**config.mk**
```make
export PLATFORM = sky130hd
export DESIGN_NAME = fdct8x8
export DESIGN_NICKNAME = d
export VERILOG_FILES = /design/src/rtl/fdct8x8.sv
export SDC_FILE = /design/constraint.sdc
export NUM_CORES = 2
export LEC_CHECK = 0
export ABC_CLOCK_PERIOD_IN_PS = 32900
export CORE_MARGIN = 2
export CORE_UTILIZATION = 50
export DETAILED_ROUTE_END_ITERATION = 12
export HOLD_SLACK_MARGIN = 0.08
export PLACE_DENSITY = 0.7
export SYNTH_ARGS = -nofsm -noshare
export SYNTH_HDL_FRONTEND = slang
export SYNTH_SLANG_ARGS = --single-unit
```
**constraint.sdc**
```tcl
create_clock -name clk -period 32.9 [get_ports clk]
set_clock_uncertainty 0.05 [all_clocks]
set_input_delay 4.935 -clock clk [delete_from_list [all_inputs] [get_ports clk]]
set_output_delay 4.935 -clock clk [all_outputs]
set_load 0.005 [all_outputs]
```
**src/rtl/fdct8x8.sv**
```systemverilog
// Forward 8x8 orthonormal DCT-II: row pass into a transpose RAM, then a column pass
// into the coefficient RAM, one multiply-accumulate per clock through a 2-stage pipe.
module fdct8x8 #(
    parameter int PIX_W  = 8,
    parameter int COEF_W = 16,
    parameter int FRAC   = 12,
    parameter int ACC_W  = 32
) (
    input  logic                     clk,
    input  logic                     rst,
    input  logic                     in_we,
    input  logic [5:0]               in_addr,
    input  logic [PIX_W-1:0]         in_data,
    input  logic                     start,
    output logic                     done,
    input  logic [5:0]               out_addr,
    output logic signed [COEF_W-1:0] out_data
);

    localparam int CW = FRAC + 1;
    localparam logic [PIX_W:0]          LVL    = {2'b01, {(PIX_W-1){1'b0}}};
    localparam logic signed [ACC_W-1:0] HALF   = ACC_W'(2 ** (FRAC - 1));
    localparam logic signed [ACC_W-1:0] SAT_HI = ACC_W'(2 ** (COEF_W - 1) - 1);
    localparam logic signed [ACC_W-1:0] SAT_LO = ACC_W'(-(2 ** (COEF_W - 1)));

    typedef enum logic [1:0] {S_IDLE, S_ROW, S_COL, S_DONE} state_t;

    // Cosine ROM C[k][n] for FRAC = 12: fold (2n+1)k mod 32 onto the first quadrant.
    function automatic logic signed [CW-1:0] cos_coef(input logic [2:0] k, input logic [2:0] n);
        logic [4:0]           m;
        logic [4:0]           a;
        logic                 neg;
        logic signed [CW-1:0] mag;
        m = {1'b0, n, 1'b1} * {2'b00, k};
        if (m <= 5'd8) begin
            a = m;            neg = 1'b0;
        end else if (m <= 5'd16) begin
            a = 5'd16 - m;    neg = 1'b1;
        end else if (m <= 5'd24) begin
            a = m - 5'd16;    neg = 1'b1;
        end else begin
            a = 5'(6'd32 - {1'b0, m}); neg = 1'b0;
        end
        case (a)
            5'd1:    mag = CW'(2009);
            5'd2:    mag = CW'(1892);
            5'd3:    mag = CW'(1703);
            5'd4:    mag = CW'(1448);
            5'd5:    mag = CW'(1138);
            5'd6:    mag = CW'(784);
            5'd7:    mag = CW'(400);
            default: mag = '0;
        endcase
        if (k == 3'd0) return CW'(1448);
        return neg ? -mag : mag;
    endfunction

    state_t                    r_state, w_next;
    logic [9:0]                r_cnt;
    logic                      w_issue, w_open, w_accept;
    logic [PIX_W-1:0]          r_pix [64];
    logic signed [COEF_W-1:0]  r_tr  [64];
    logic signed [COEF_W-1:0]  r_fco [64];
    logic                      r_mac_vld, r_mac_last, r_mac_col;
    logic [5:0]                r_mac_dst;
    logic signed [COEF_W-1:0]  r_opd;
    logic signed [CW-1:0]      r_coef;
    logic signed [ACC_W-1:0]   r_acc, w_prod, w_sum, w_rnd, w_clip;
    logic signed [PIX_W:0]     w_pix_sh;
    logic signed [COEF_W-1:0]  w_opd;
    logic [5:0]                w_rd_addr, w_dst;

    assign w_open   = (r_state == S_IDLE) || (r_state == S_DONE);
    assign w_accept = w_open && start;

    always_ff @(posedge clk) begin
        if (rst) r_state <= S_IDLE;
        else     r_state <= w_next;
    end

    // NOTE: every comb output gets a default first so no path leaves it unassigned (no latch).
    always_comb begin
        w_next = r_state;
        case (r_state)
            S_IDLE, S_DONE: if (start) w_next = S_ROW;
            S_ROW:          if (r_cnt == 10'd511) w_next = S_COL;
            S_COL:          if (r_cnt == 10'd0) w_next = S_DONE;
            default:        w_next = S_IDLE;
        endcase
    end

    // COL issues while r_cnt runs 512..1023; the wrap to 0 marks the pipeline drain cycle.
    always_comb begin
        w_issue = 1'b0;
        done    = 1'b0;
        case (r_state)
            S_ROW:   w_issue = 1'b1;
            S_COL:   w_issue = (r_cnt != 10'd0);
            S_DONE:  done    = 1'b1;
            default: ;
        endcase
    end

    // Row pass: r_cnt = {y,u,x}; column pass: r_cnt = {1,u,v,y}.
    always_comb begin
        if (r_cnt[9]) begin
            w_rd_addr = {r_cnt[2:0], r_cnt[8:6]};
            w_dst     = {r_cnt[5:3], r_cnt[8:6]};
        end else begin
            w_rd_addr = {r_cnt[8:6], r_cnt[2:0]};
            w_dst     = {r_cnt[8:6], r_cnt[5:3]};
        end
    end

    assign w_pix_sh = $signed({1'b0, r_pix[w_rd_addr]} - LVL);
    assign w_opd    = r_cnt[9] ? r_tr[w_rd_addr] : COEF_W'(w_pix_sh);

    // NOTE: clocked state uses non-blocking assignments so every register samples pre-edge values.
    always_ff @(posedge clk) begin
        if (rst) begin
            r_cnt      <= '0;
            r_mac_vld  <= 1'b0;
            r_mac_last <= 1'b0;
            r_mac_col  <= 1'b0;
            r_mac_dst  <= '0;
            r_opd      <= '0;
            r_coef     <= '0;
        end else begin
            r_mac_vld <= w_issue;
            if (w_accept)     r_cnt <= '0;
            else if (w_issue) r_cnt <= r_cnt + 10'd1;
            if (w_issue) begin
                r_opd      <= w_opd;
                r_coef     <= cos_coef(r_cnt[5:3], r_cnt[2:0]);
                r_mac_last <= (r_cnt[2:0] == 3'd7);
                r_mac_col  <= r_cnt[9];
                r_mac_dst  <= w_dst;
            end
        end
    end

    assign w_prod = ACC_W'(r_opd) * ACC_W'(r_coef);
    assign w_sum  = r_acc + w_prod;
    assign w_rnd  = (w_sum + HALF) >>> FRAC;
    assign w_clip = (w_rnd > SAT_HI) ? SAT_HI : ((w_rnd < SAT_LO) ? SAT_LO : w_rnd);

    always_ff @(posedge clk) begin
        if (rst)            r_acc <= '0;
        else if (r_mac_vld) r_acc <= r_mac_last ? '0 : w_sum;
    end

    // NOTE: the RAMs carry no reset so they can map onto memory macros; contents persist through rst.
    always_ff @(posedge clk) begin
        if (in_we && w_open) r_pix[in_addr] <= in_data;
        if (r_mac_vld && r_mac_last && !r_mac_col) r_tr[r_mac_dst]  <= COEF_W'(w_rnd);
        if (r_mac_vld && r_mac_last && r_mac_col)  r_fco[r_mac_dst] <= COEF_W'(w_clip);
    end

    always_ff @(posedge clk) begin
        if (rst) out_data <= '0;
        else     out_data <= r_fco[out_addr];
    end

endmodule

```
==> flow_metrics.tcl <==
set metrics [dict create \
    detail-route-antenna-nets 0 \
    critPathBufInv 7 \
    cts_hold_repair.buffers 0 \
    hold_path_startpoint "r_acc[29]" \
    initial_core_util 0.5035 \
    clk_pin_slew_worst_paths_ns 0.07 \
    pin_count_of_the_biggest_net_entering_global_routing 162 \
    ys.warnings.count 0 \
    worst_path_max_delay_cell "sky130_fd_sc_hd__fa_1" \
    power.static_leakage_nw 42.19 \
    grt_antenna_before_repair 3 \
    cts_max_level 5 \
    worstPathMaxFanout 66 \
    timing_worst_setup_path_type "reg2reg" \
    die_area_sq_mm 0.2305 \
    io_buffers 40 \
    pwr_cell_area_mw_per_mm2 63.56 \
    routabilityCongestion 0.8558 \
    worstSetupEndpointType "flip-flop" \
    post_dp_cell_area_sq_mm 0.1178 \
    r2r-start "r_opd[15]" \
    cts_inserted_buffers 278 \
    finish.net_count 6685 \
    seq_area_frac_synth 0.6955 \
    track_usage 0.2450 \
    tritoncts "yes" \
    worstSkewPairLatency_ns 0.93 \
    final_layout_size_suffix_gt1_frac 0.2146 \
    worst_pin_slew_ns 1.329 \
    ioPinCount 41 \
    worst-endpoint-required_ns 33.45 \
    synth.avg_cell_area_sq_um 18.44 \
    syn_area_sq_mm 0.1133 \
    top_library_cells_by_usage_in_the_layout_fill_and_taps_aside "sky130_fd_sc_hd__edfxtp_1, sky130_fd_sc_hd__mux4_2, sky130_fd_sc_hd__nand2_1" \
    worst-r2r-setup-slack_ns 23.09 \
    post_cts_resize_count 0 \
    asyncSetResetFlopFracSynth 0 \
    layout_min_cycle_time_ns 9.809 \
    final_area_sq_mm 0.1265 \
    status "complete, no violations" \
    worstPathArrival_ns 10.36 \
    chipWidth_um 480.1 \
    hold_ws_ns 0.4449 \
    r2r-end "r_fco[54][2]" \
    drt_wl_total_mm 282.7 \
    timing.final.setup_violations 0 \
    clk_path_buf_depth 4 \
    path_common_cell "sky130_fd_sc_hd__fa_1" \
    post_detailed_route_via_to_cell_ratio 6.248 \
    remaining_drc_errors 0 \
    grt_overflow_total 0 \
    tritoncts_num_sinks 2658 \
    flip_flop_and_latch_count_after_synthesis 2658 \
    die_y_um 480.1 \
    initialDrtViolationCount 7792 \
    rows 174 \
    timing_hold_violations_final 0 \
    post_cts.repair.setup_buffers 0 \
    min_period_over_period 0.2981 \
    final_max_slew_viol_count 0 \
    worst_slew_margin_rel 0.1104 \
    worst_hold_path_type "reg2reg" \
    cp-start-kind "flip-flop" \
    postSynthCellCount 6147 \
    maxCapViolCount 0 \
    vias 59360 \
    synth_edf_count 2560 \
    placeableCoreArea_sq_mm 0.2251 \
    critPathTopFamily "adder cells" \
    synthToLayoutAreaGrowth_pct 11.56 \
    grt_setup_unrepaired "no" \
    timing.reg2reg.worst_path_depth 26 \
    layout.cells.most_common "sky130_fd_sc_hd__edfxtp_1" \
    yosys_most_used_dff "sky130_fd_sc_hd__edfxtp_1" \
    final_core_util 0.5617 \
    min_path_cells 2 \
    first_global_vias 58710 \
    maxClockFrequency_mhz 102.0 \
    post_synthesis_net_count 6525 \
    finalSetupTns_ns 0 \
    firstDrtPassIters 6 \
    wl_per_cell_um 29.76 \
    slowest_delay_ns 0.97 \
    power.ir.vdd_worst_mv 0.05371 \
    hold_path_end "r_acc[29]" \
    post_synth_num_cell_types 85 \
    detailedPlacementHpwl_mm 158.9 \
    grt_pass1_wl_mm 409.3 \
    clock-root-buffer "sky130_fd_sc_hd__clkbuf_16" \
]
[flip-flops by register name (all words and copies together) (netlist names), 2 cells and up]
signal and flops:
out_data 16, r_fco 1024, r_cnt 10, r_mac_dst 6, r_coef 13, r_tr 1024, r_opd 16, r_acc 32
r_state 2, r_pix 512
[cells in the mapped netlist, types with 5 or more instances]
cell type | count | share of area
sky130_fd_sc_hd__edfxtp_1 | 2560 | 0.68
sky130_fd_sc_hd__mux4_2 | 720 | 0.14
sky130_fd_sc_hd__nand2_1 | 464 | 0.015
sky130_fd_sc_hd__inv_1 | 354 | 0.012
sky130_fd_sc_hd__nor2_1 | 336 | 0.011
sky130_fd_sc_hd__clkbuf_1 | 258 | 0.0085
sky130_fd_sc_hd__fa_1 | 249 | 0.044
sky130_fd_sc_hd__and2_1 | 144 | 0.0079
sky130_fd_sc_hd__ha_1 | 105 | 0.012
sky130_fd_sc_hd__dfxtp_1 | 98 | 0.017
sky130_fd_sc_hd__a21oi_1 | 92 | 0.0041
sky130_fd_sc_hd__nand3_1 | 89 | 0.0039
sky130_fd_sc_hd__a211oi_1 | 78 | 0.0052
sky130_fd_sc_hd__a311oi_1 | 73 | 0.0056
sky130_fd_sc_hd__xnor2_1 | 47 | 0.0036
sky130_fd_sc_hd__buf_2 | 45 | 0.0020
sky130_fd_sc_hd__buf_1 | 44 | 0.0015
sky130_fd_sc_hd__and3_1 | 39 | 0.0022
sky130_fd_sc_hd__o21ai_0 | 38 | 0.0017
sky130_fd_sc_hd__a22oi_1 | 35 | 0.0023
sky130_fd_sc_hd__nor3_1 | 31 | 0.0014
sky130_fd_sc_hd__a31oi_1 | 29 | 0.0016
sky130_fd_sc_hd__xor2_1 | 23 | 0.0018
sky130_fd_sc_hd__nor2b_1 | 20 | 0.0011
sky130_fd_sc_hd__or3_1 | 13 | 0.00072
sky130_fd_sc_hd__nand2b_1 | 11 | 0.00061
sky130_fd_sc_hd__a21o_1 | 10 | 0.00066
sky130_fd_sc_hd__nand3b_1 | 10 | 0.00066
sky130_fd_sc_hd__nand4_1 | 10 | 0.00055
sky130_fd_sc_hd__o21ai_2 | 10 | 0.00077
sky130_fd_sc_hd__nor4_1 | 8 | 0.00044
sky130_fd_sc_hd__o21a_1 | 6 | 0.00040
sky130_fd_sc_hd__mux2i_1 | 5 | 0.00044
[stage by stage]
stage / instances / setup WS, ns / power [mW]
after floorplan: 6147 / 22.14 / 4.754
after global placement: 9011 / 23.23 / 5.032
after detailed placement: 9011 / 23.09 / 5.070
after CTS: 9490 / 23.08 / 8.024
after global routing: 9498 / 22.50 / 8.260
final: 9500 / 23.09 / 8.037
[power breakdown]
| group | internal, mW | switching [mW] |
|---|---|---|
| registers | 4.11 | 0.0527 |
| logic | 0.253 | 0.634 |
| clock network | 1.72 | 1.27 |
[worst max-delay path by stage]
stage,startpoint,endpoint,depth (start not counted)
2_1_floorplan,r_opd[15],r_fco[0][0],24
3_3_place_gp,r_coef[2],r_fco[52][2],26
3_5_place_dp,r_coef[2],r_fco[44][2],26
4_1_cts,r_opd[15],r_fco[59][2],26
5_1_grt,r_opd[15],r_fco[12][5],24
6_report,r_opd[15],r_fco[54][2],26
[worst reg2reg max path: stages, from the launching register on]
cell                       delay, ns
sky130_fd_sc_hd__dfxtp_1        0.60
sky130_fd_sc_hd__and2_1         0.24
sky130_fd_sc_hd__inv_1          0.07
sky130_fd_sc_hd__fa_1           0.97
sky130_fd_sc_hd__fa_1           0.53
sky130_fd_sc_hd__inv_1          0.08
sky130_fd_sc_hd__fa_1           0.45
sky130_fd_sc_hd__fa_1           0.51
sky130_fd_sc_hd__fa_1           0.49
sky130_fd_sc_hd__inv_1          0.05
sky130_fd_sc_hd__fa_1           0.47
sky130_fd_sc_hd__inv_1          0.04
sky130_fd_sc_hd__ha_1           0.53
sky130_fd_sc_hd__nand2_1        0.08
sky130_fd_sc_hd__o21ai_0        0.36
sky130_fd_sc_hd__mux2_2         0.39
sky130_fd_sc_hd__a311o_1        0.35
sky130_fd_sc_hd__nor2_1         0.23
sky130_fd_sc_hd__nand3_1        0.18
sky130_fd_sc_hd__or3_4          0.40
sky130_fd_sc_hd__nor4b_4        0.39
sky130_fd_sc_hd__xor2_4         0.16
sky130_fd_sc_hd__buf_4          0.48
sky130_fd_sc_hd__o21bai_4       0.23
sky130_fd_sc_hd__buf_4          0.47
sky130_fd_sc_hd__o21ai_4        0.32
sky130_fd_sc_hd__buf_4          0.36
[metal layers]
| metal | track usage | vias to the layer above | share of wire |
|---|---|---|---|
| met5 | 0 | - | 0 |
| met4 | 0.08976 | 0 | 0.038 |
| met3 | 0.04984 | 530 | 0.10 |
| met2 | 0.3714 | 3374 | 0.46 |
| met1 | 0.3554 | 31180 | 0.39 |
| li1 | - | 24280 | - |
[final cells by class]
type                    count  area, sq um
clock inverters           131         1077
multi-input cells        2782        32080
well taps                2992         3744
clock buffers             348         7418
diodes                      2        5.005
inverters                 355         1333
flip-flops and latches   2658        78840
repair buffers            232         1957
fillers                 16690        98660
[kinds of logic after synthesis]
family	synth area share
muxes	0.1438
DFF	0.6955
and+or+nand+nor	0.04889
adders and majority gates	0.05557
AOI/OAI and AO/OA	0.02645
xor gates and xnor gates	0.005552
buffers and inverters	0.02424
Power figures use the tool's default switching activity.
